## src/rtl/keypad_pkg.sv

```systemverilog
// Shared types and constants for the CHIP-8 hex keypad scanner.
package keypad_pkg;

    // Hex key value found at row r (index 1) / column c (index 2) of the matrix.
    localparam logic [3:0] KEY_MAP [4][4] = '{
        '{4'h1, 4'h2, 4'h3, 4'hC},
        '{4'h4, 4'h5, 4'h6, 4'hD},
        '{4'h7, 4'h8, 4'h9, 4'hE},
        '{4'hA, 4'h0, 4'hB, 4'hF}
    };

    // FX0A wait-for-key handshake states.
    typedef enum logic [1:0] {
        IDLE  = 2'd0,
        ARMED = 2'd1,
        HELD  = 2'd2
    } keypad_state_t;

    // Index of the lowest set bit; 0 when nothing is set (callers gate on |vec).
    function automatic logic [3:0] lowest_set(input logic [15:0] vec);
        logic [3:0] idx;
        idx = 4'h0;
        for (int i = 15; i >= 0; i--) begin
            if (vec[i]) begin
                idx = 4'(i);
            end else begin
                idx = idx;
            end
        end
        return idx;
    endfunction

endpackage

```

## src/rtl/keypad_if.sv

```systemverilog
// FX0A wait-for-key handshake between the instruction core and the keypad.
interface keypad_if;
    logic       key_wait_req;
    logic       key_wait_ack;
    logic [3:0] key_wait_val;

    // Core side: requests a key, receives the completion pulse and value.
    modport master (
        output key_wait_req,
        input  key_wait_ack,
        input  key_wait_val
    );

    // Keypad side: serves the request.
    modport slave (
        input  key_wait_req,
        output key_wait_ack,
        output key_wait_val
    );
endinterface

```

## src/rtl/keypad_debounce.sv

```systemverilog
// Per-key debouncer: the stable level flips only after the raw level has
// disagreed with it for DEBOUNCE_SCANS consecutive sample points.
module keypad_debounce #(
    parameter int DEBOUNCE_SCANS = 4
) (
    input  logic clk_in,
    input  logic rst_in,
    input  logic sample_en,
    input  logic raw,
    output logic stable,
    output logic press_evt,
    output logic release_evt
);

    localparam int CNT_W = $clog2(DEBOUNCE_SCANS + 1);
    localparam logic [CNT_W-1:0] CNT_MAX = CNT_W'(DEBOUNCE_SCANS);

    logic [CNT_W-1:0] cnt_r;
    logic [CNT_W-1:0] cnt_nxt_s;
    logic             stable_r;
    logic             stable_nxt_s;
    logic             press_r;
    logic             press_nxt_s;
    logic             release_r;
    logic             release_nxt_s;

    // Next-state: count disagreements at sample points, flip when the count saturates.
    always_comb begin
        cnt_nxt_s     = cnt_r;
        stable_nxt_s  = stable_r;
        press_nxt_s   = 1'b0;
        release_nxt_s = 1'b0;
        if (sample_en) begin
            if (raw == stable_r) begin
                cnt_nxt_s = {CNT_W{1'b0}};
            end else if ((cnt_r + 1'b1) == CNT_MAX) begin
                cnt_nxt_s     = {CNT_W{1'b0}};
                stable_nxt_s  = ~stable_r;
                press_nxt_s   = ~stable_r;
                release_nxt_s = stable_r;
            end else begin
                cnt_nxt_s = cnt_r + 1'b1;
            end
        end else begin
            cnt_nxt_s = cnt_r;
        end
    end

    // State and one-cycle event registers.
    always_ff @(posedge clk_in or posedge rst_in) begin
        if (rst_in) begin
            cnt_r     <= {CNT_W{1'b0}};
            stable_r  <= 1'b0;
            press_r   <= 1'b0;
            release_r <= 1'b0;
        end else begin
            cnt_r     <= cnt_nxt_s;
            stable_r  <= stable_nxt_s;
            press_r   <= press_nxt_s;
            release_r <= release_nxt_s;
        end
    end

    assign stable      = stable_r;
    assign press_evt   = press_r;
    assign release_evt = release_r;

endmodule

```

## src/rtl/keypad.sv

```systemverilog
// 4x4 hex keypad: column scanner, row synchronizer, 16 debouncers and the
// FX0A wait-for-key handshake FSM.
module keypad
    import keypad_pkg::*;
#(
    parameter int SCAN_DIV       = 1000,
    parameter int DEBOUNCE_SCANS = 4
) (
    input  logic        clk_in,
    input  logic        rst_in,
    input  logic [3:0]  row_in,
    output logic [3:0]  col_out,
    output logic [15:0] keyboard,
    keypad_if.slave     kw
);

    localparam int SLOT_W = (SCAN_DIV > 1) ? $clog2(SCAN_DIV) : 1;
    localparam logic [SLOT_W-1:0] SLOT_LAST = SLOT_W'(SCAN_DIV - 1);

    logic [3:0]        row_meta_r;
    logic [3:0]        row_sync_r;
    logic [SLOT_W-1:0] slot_cnt_r;
    logic [1:0]        col_idx_r;
    logic [1:0]        col_idx_nxt_s;
    logic [3:0]        col_out_r;
    logic              last_slot_s;
    logic [3:0]        sample_col_s;

    logic [15:0]       stable_rc_s;
    logic [15:0]       press_rc_s;
    logic [15:0]       release_rc_s;
    logic [15:0]       keyboard_s;
    logic [15:0]       press_s;
    logic [15:0]       release_s;

    keypad_state_t     state_r;
    keypad_state_t     state_nxt_s;
    logic              ack_r;
    logic              ack_nxt_s;
    logic [3:0]        val_r;
    logic [3:0]        val_nxt_s;

    // Two-flop synchronizer; rows idle high, so the flops reset to 1.
    always_ff @(posedge clk_in or posedge rst_in) begin
        if (rst_in) begin
            row_meta_r <= 4'hF;
            row_sync_r <= 4'hF;
        end else begin
            row_meta_r <= row_in;
            row_sync_r <= row_meta_r;
        end
    end

    assign last_slot_s   = (slot_cnt_r == SLOT_LAST);
    assign col_idx_nxt_s = col_idx_r + 2'd1;

    // Slot counter and column drive; the column only moves after a slot's last cycle.
    always_ff @(posedge clk_in or posedge rst_in) begin
        if (rst_in) begin
            slot_cnt_r <= {SLOT_W{1'b0}};
            col_idx_r  <= 2'd0;
            col_out_r  <= 4'b1110;
        end else if (last_slot_s) begin
            slot_cnt_r <= {SLOT_W{1'b0}};
            col_idx_r  <= col_idx_nxt_s;
            col_out_r  <= ~(4'b0001 << col_idx_nxt_s);
        end else begin
            slot_cnt_r <= slot_cnt_r + 1'b1;
        end
    end

    // Sample strobe for the keys of the currently driven column.
    always_comb begin
        sample_col_s = 4'b0000;
        for (int c = 0; c < 4; c++) begin
            sample_col_s[c] = last_slot_s && (col_idx_r == 2'(c));
        end
    end

    // One debouncer per matrix position, indexed r*4+c; a low row means pressed.
    for (genvar gr = 0; gr < 4; gr++) begin : g_row
        for (genvar gc = 0; gc < 4; gc++) begin : g_col
            keypad_debounce #(
                .DEBOUNCE_SCANS (DEBOUNCE_SCANS)
            ) u_deb (
                .clk_in      (clk_in),
                .rst_in      (rst_in),
                .sample_en   (sample_col_s[gc]),
                .raw         (~row_sync_r[gr]),
                .stable      (stable_rc_s[gr*4+gc]),
                .press_evt   (press_rc_s[gr*4+gc]),
                .release_evt (release_rc_s[gr*4+gc])
            );
        end
    end

    // Permute matrix positions into hex-key order.
    always_comb begin
        keyboard_s = 16'h0000;
        press_s    = 16'h0000;
        release_s  = 16'h0000;
        for (int r = 0; r < 4; r++) begin
            for (int c = 0; c < 4; c++) begin
                keyboard_s[KEY_MAP[r][c]] = stable_rc_s[r*4+c];
                press_s[KEY_MAP[r][c]]    = press_rc_s[r*4+c];
                release_s[KEY_MAP[r][c]]  = release_rc_s[r*4+c];
            end
        end
    end

    // FX0A next state: arm on req, latch the first new press, ack on its release.
    always_comb begin
        state_nxt_s = state_r;
        ack_nxt_s   = 1'b0;
        val_nxt_s   = val_r;
        case (state_r)
            IDLE: begin
                if (kw.key_wait_req) begin
                    state_nxt_s = ARMED;
                end else begin
                    state_nxt_s = IDLE;
                end
            end
            ARMED: begin
                if (!kw.key_wait_req) begin
                    state_nxt_s = IDLE;
                end else if (|press_s) begin
                    val_nxt_s   = lowest_set(press_s);
                    state_nxt_s = HELD;
                end else begin
                    state_nxt_s = ARMED;
                end
            end
            HELD: begin
                if (!kw.key_wait_req) begin
                    state_nxt_s = IDLE;
                end else if (release_s[val_r]) begin
                    ack_nxt_s   = 1'b1;
                    state_nxt_s = IDLE;
                end else begin
                    state_nxt_s = HELD;
                end
            end
            default: begin
                state_nxt_s = IDLE;
            end
        endcase
    end

    // FX0A state, ack pulse and latched key value.
    always_ff @(posedge clk_in or posedge rst_in) begin
        if (rst_in) begin
            state_r <= IDLE;
            ack_r   <= 1'b0;
            val_r   <= 4'h0;
        end else begin
            state_r <= state_nxt_s;
            ack_r   <= ack_nxt_s;
            val_r   <= val_nxt_s;
        end
    end

    assign col_out         = col_out_r;
    assign keyboard        = keyboard_s;
    assign kw.key_wait_ack = ack_r;
    assign kw.key_wait_val = val_r;

endmodule
```

## src/flat_wrapper.sv

```systemverilog
// flat-port wrapper written by rule: the top's interface ports become plain ports
module keypad_flat import keypad_pkg::*;
#(
    parameter int SCAN_DIV       = 1000,
    parameter int DEBOUNCE_SCANS = 4
)
  (clk_in, rst_in, row_in, col_out, keyboard, kw_key_wait_req, kw_key_wait_ack, kw_key_wait_val);
  keypad_if kw_i ();
  input  logic clk_in;
  input  logic rst_in;
  input  logic [3:0] row_in;
  output logic [3:0] col_out;
  output logic [15:0] keyboard;
  input wire logic [$bits(kw_i.key_wait_req)-1:0] kw_key_wait_req;
  output wire logic [$bits(kw_i.key_wait_ack)-1:0] kw_key_wait_ack;
  output wire logic [$bits(kw_i.key_wait_val)-1:0] kw_key_wait_val;
  assign kw_i.key_wait_req = kw_key_wait_req;
  assign kw_key_wait_ack = kw_i.key_wait_ack;
  assign kw_key_wait_val = kw_i.key_wait_val;
  keypad #(.SCAN_DIV(SCAN_DIV), .DEBOUNCE_SCANS(DEBOUNCE_SCANS)) u_core (.clk_in(clk_in), .rst_in(rst_in), .row_in(row_in), .col_out(col_out), .keyboard(keyboard), .kw(kw_i));
endmodule
```

## config.mk

```make
export PLATFORM = sky130hd
export DESIGN_NAME = keypad_flat
export DESIGN_NICKNAME = d
export VERILOG_FILES = /design/src/rtl/keypad_pkg.sv /design/src/rtl/keypad_if.sv /design/src/rtl/keypad_debounce.sv /design/src/rtl/keypad.sv /design/src/flat_wrapper.sv
export SDC_FILE = /design/constraint.sdc
export NUM_CORES = 1
export LEC_CHECK = 0
export ABC_AREA = 1
export CORE_MARGIN = 5
export CORE_UTILIZATION = 30
export CTS_CLUSTER_DIAMETER = 30
export DETAILED_ROUTE_END_ITERATION = 8
export SLEW_MARGIN = 10
export SYNTH_ARGS = -nofsm -noshare
export SYNTH_HDL_FRONTEND = slang
export SYNTH_SLANG_ARGS = --single-unit
```

## constraint.sdc

```tcl
create_clock -name clk_in -period 5.95 [get_ports clk_in]
set_input_delay 0.8925 -clock clk_in [delete_from_list [all_inputs] [get_ports clk_in]]
set_output_delay 0.8925 -clock clk_in [all_outputs]
set_load 0.05 [all_outputs]
```

Word level (Yosys, flattened, before mapping)
Index checks and enable logic that the tools add are counted.

Output and inout port bits: 25. Input port bits: 7. Logic and storage cells: 347. Register bits after elaboration: 127.

Add/sub/neg operators: 18. Bitwise operators: 37. Shift-type cells: 1. Equality and inequality tests: 38. Magnitude comparators: 1. Multiplexer cells: 156. Reductions and logical operators: 24.

Operators by type and width (number): $mux 1 (101); $mux 3 (32); $mux 4 (16); $reduce_and 3->1 (17); $add 3x1->3 const B (16); $eq 3x3->1 const B (16); $not 1->1 (36); $eq 1x1->1 (16); $reduce_or 16->1 (1); $add 10x1->10 const B (1); $eq 10x10->1 const B (1); $mux 10 (1); $mux 2 (4); $eq 2x2->1 const B (3); $pmux 2 s3 (1); $lt 4x5->1 const B (1); $bmux 1 s4 (1); $eq 2x1->1 const B (2); $logic_and 1x1->1 (4); $logic_not 2->1 (2); $not 4->4 (1); $shl 1x2->4 const A (1); $add 2x1->2 const B (1).

Depth between registers and ports, before layout
Depth in word-level cells: 16. Mapped depth: 17.

Cells and area by module
Synthesis repeated with hierarchy kept, for this count alone.

Cell total of the unflattened synthesis: 798. Area, all modules: 6552.5 um^2.

By module, submodules not included: keypad_debounce (times used 16, cells an instance 37, area an instance 306.5 um^2); keypad (times used 1, cells an instance 206, area an instance 1647.8 um^2).

Least setup slack after synthesis
OpenSTA, ideal clock, no wires.

Path type: reg-to-reg. From: register u_core.val_r[0], in the netlist u_core.kw.key_wait_val[0]. To: register u_core.state_r[1]. Library setup time: 0.095 ns. Slack: 4.233 ns. Arrival: 1.621 ns. Cell stages (with the launch flop): 10. Path through: dfrtp_1 > buf_2 > inv_1 > nor2_1 > nor2_1 > o21ai_0 > o21ai_0 > o211ai_1 > nand2_1 > o31ai_1.

Cells in the longest elaborated chain, start to end: 5.

Ends and longest elaborated chain: start: declaration (line keypad.sv:40) `logic [3:0] val_r;`; start signal: assignment (line keypad.sv:159) `val_r <= val_nxt_s;`; $bmux 1 s4 (line keypad.sv:137) `end else if (release_s[val_r]) begin`; $mux 1 (not written as such) (line keypad.sv:137); $mux 2 (line keypad.sv:137); $mux 2 (line keypad.sv:135) `if (!kw.key_wait_req) begin`; $pmux 2 s3 (line keypad.sv:116) `case (state_r)`; net u_core.state_nxt_s[1] (line keypad.sv:37) `keypad_state_t state_nxt_s;`; end signal: assignment (line keypad.sv:157) `state_r <= state_nxt_s;`; end: declaration (line keypad.sv:36) `keypad_state_t state_r;`.

The timed path passes the listed nets, and every way through them passes these cells. The select of a mux whose other input is x is not followed. A chain may end at the register's enable or synchronous reset.

Final worst setup path
From: register u_core.val_r[1], in the netlist u_core.kw.key_wait_val[1]. To: output port kw_key_wait_val[1].

RTL lines: end: declaration (line flat_wrapper.sv:16) `output wire logic [$bits(kw_i.key_wait_val)-1:0] kw_key_wait_val;`.

No word-level cell between the ends.

==> metrics.cfg <==
[run_status]
outcome=complete, no violations

[power_and_ir_drop]
power.leakage_nw=3.861
p_per_area_nw_per_um2=270.0
worst_ir_drop_vdd_mv=0.2163
total_power_mw=1.976

[synthesis]
yosysTopAreaCell=dfrtp_1
yosys_most_used_dff=dfrtp_1
syn_area_um2=6230
syn-num-nets=702
ys_types=36
ys_ff_latch=127
synthTopCellsByCount=117 x nand2_1, 116 x dfrtp_1, 92 x nor2_1
synth_edf_count=0
synth.top_cell.area_share_pct=46.60
synth_most_common_cell=nand2_1
ys_warn_count=0
yosys-top-cells-area=dfrtp_1 47%, ha_1 7.4%, nand2_1 7.0%
yosysSeqAreaShare_pct=51.24
post_synth.cell_area_avg_um2=9.468
syn_inst=658
async_flop_share_pct=100.0

[min_path]
hold_path.class=reg -> reg

[timing]
finalHoldViolCount=0
worstMarginPinSlew_ns=0.8026
fin_worst_skew_ns=0.007894
slew_headroom_pct=46.50
totalNegativeSetupSlack_ns=0
drv_slew=0
min_period_ns=2.689
setup_viol=0
fmax_ghz=0.3720
setup_slack_ns=3.261
period_share_pct=45.19
rsz0062_at_grt=no

[critical_path]
crit_type=reg -> out
critical_path_required_ns=5.06
critPathSlowestCell=clkdlybuf4s50_1
cp_cell_sequence=clkdlybuf4s50_1
crit_buf_inv=1
crit_arrival_ns=1.80
critical_path.startpoint_type=flop
max_stage_delay_ns=0.87
worstPathMaxFanout=10
path_delay_family=buffers and inverters
worst_setup_path_end_kind=output port

[floorplan]
rows=52
die_w_um=154.1
start_util_pct=30.59
io-pin-count=32
die_area_um2=23750
die_h_um=154.1
core_area_um2=20360

[cts]
cts_tree=yes
cts.sinks=127
cts_htree_levels=4
ctsRootBufferMaster=clkbuf_16
insertion_delay_ns=0.42
post_cts_resized=0
cts_buffers=17
cts_hold_buffers=0
cts.reportedPaths.clkPinSlew_ns=0.06
post_cts_buffers=0
clock_path_buffers=2

[placed_design]
gp_routability_congestion=0.8117
dp_hpwl_um=9100
port_buffers=31
dp_slack_ns=3.387

[run]
maxCapViolCount=0

[final_layout]
drive_gt1_share_pct=8.441
nFillCells=2072
seqCellArea_um2=3192
num-nets-final=730
multi_input_area_um2=2565
antennaDiodeCount=0
syn_to_final_growth_pct=17.51

[route]
via_per_inst=4.392
dr.pass1.iters=4
drc=0
drt_iter0_markers=157
wl_per_cell_um=13.28
wl_um=12870
dr_total_vias=4256
ant_nets=0

[grt]
grt_pass1_wl_um=21490
grt_pass1_vias=4287
grt-ovfl-total=0
grt_max_degree=66
grt.total_usage_pct=11.43
antenna_found_initial=0

==> report_power, final <==
part	leakage (nW)	internal [mW]	total, mW	switching, mW
combinational	1.84	0.00804	0.0332	0.0251
sequential	1.72	0.870	0.875	0.00549
clock	0.300	0.690	1.07	0.378
==> final cells by class <==
class | count | share of cell area, %
repair buffers | 33 | 4.444
clock buffers | 22 | 6.478
clock inverters | 10 | 1.846
multi-input cells | 430 | 35.04
flip-flops and latches | 127 | 43.60
well taps | 270 | 4.615
inverters | 77 | 3.982
==> cell families (layout without fill, tap and decap cells) <==
logic type | after synthesis | in the layout | synth area share, %
XOR/XNOR | 48 | 48 | 6.748
flip-flops | 127 | 127 | 51.24
AO/OA/AOI/OAI | 63 | 63 | 6.668
buffers and inverters | 101 | 142 | 7.592
adder cells (fa/ha/maj) | 37 | 37 | 7.431
AND/OR/NAND/NOR | 282 | 282 | 20.33
==> cell usage in the layout (no fill, tap or decap), types with 2 or more instances in the layout <==
cell type | synthesis | final
inv_2 | 4 | 4
nand3b_1 | 2 | 2
ha_1 | 37 | 37
inv_1 | 73 | 72
nand2_1 | 117 | 117
clkbuf_8 | 0 | 3
nand3_1 | 36 | 36
clkinv_2 | 0 | 4
o31ai_1 | 20 | 20
xnor2_1 | 7 | 7
nand4_1 | 13 | 13
dfrtp_1 | 116 | 116
nor2_4 | 3 | 3
clkinv_4 | 0 | 2
o21ai_0 | 15 | 15
dfstp_2 | 11 | 11
nor2_1 | 92 | 92
clkbuf_16 | 0 | 17
clkdlybuf4s50_1 | 0 | 31
bufinv_16 | 0 | 3
a21o_1 | 11 | 11
nor3_1 | 8 | 8
xor2_1 | 41 | 41
clkbuf_1 | 1 | 2
nand4_2 | 3 | 3
o211ai_1 | 4 | 4
buf_4 | 16 | 2
a21oi_1 | 9 | 9
==> sequential cells by signal (all words and copies together) (netlist names) <==
| name | flops |
|---|---|
| u_core.g_row.g_col.u_deb.cnt_r | 48 |
| u_core.g_row.g_col.u_deb.press_evt | 16 |
| u_core.g_row.g_col.u_deb.release_evt | 16 |
| u_core.g_row.g_col.u_deb.stable | 16 |
| u_core.slot_cnt_r | 10 |
| u_core.col_out | 4 |
| u_core.kw.key_wait_val | 4 |
| u_core.row_meta_r | 4 |
| u_core.row_sync_r | 4 |
| u_core.col_idx_r | 2 |
| u_core.state_r | 2 |
| u_core.kw.key_wait_ack | 1 |
==> final timing paths <==
| path | start | to | slack, ns | cells past startpoint |
|---|---|---|---|---|
| hold reg to reg | u_core.row_meta_r[3]$_DFF_PP1_ | u_core.row_sync_r[3]$_DFF_PP1_ | 0.36 | 0 |
| max in group asynchronous | rst_in | u_core.kw.key_wait_ack$_DFF_PP0_ | 3.94 | 3 |
| setup reg to reg | u_core.slot_cnt_r[0]$_DFF_PP0_ | u_core.g_row[0].g_col[2].u_deb.cnt_r[2]$_DFFE_PP0P_ | 3.86 | 7 |
| min in group asynchronous | rst_in | u_core.g_row[0].g_col[3].u_deb.cnt_r[2]$_DFFE_PP0P_ | 1.01 | 2 |
| setup / recovery | u_core.kw.key_wait_val[1]$_DFFE_PP0P_ | kw_key_wait_val[1] | 3.26 | 1 |
| hold / removal | u_core.row_meta_r[3]$_DFF_PP1_ | u_core.row_sync_r[3]$_DFF_PP1_ | 0.36 | 0 |
==> layer usage <==
metal | vias up | part of all wire (%) | GRT usage (%) | routed length [µm]
li1 | 2160 | - | - | -
met1 | 2025 | 51 | 15.74 | 6501
met2 | 55 | 44 | 17.16 | 5674
met3 | 16 | 4.2 | 3.541 | 537
met4 | 0 | 1.2 | 3.701 | 151
met5 | - | 0 | 0 | 0
==> through the flow <==
step	hold slack, ns	instances	area [µm²]	util (%)
floorplan	0.3452	658	6230	-
global placement	0.3457	937	6711	32.96
detailed placement	0.3478	937	6711	32.96
CTS	0.3560	969	7321	35.95
global route	0.3571	969	7321	35.95
finish	0.3557	969	7321	35.95
(Power assumes the default switching activity.)
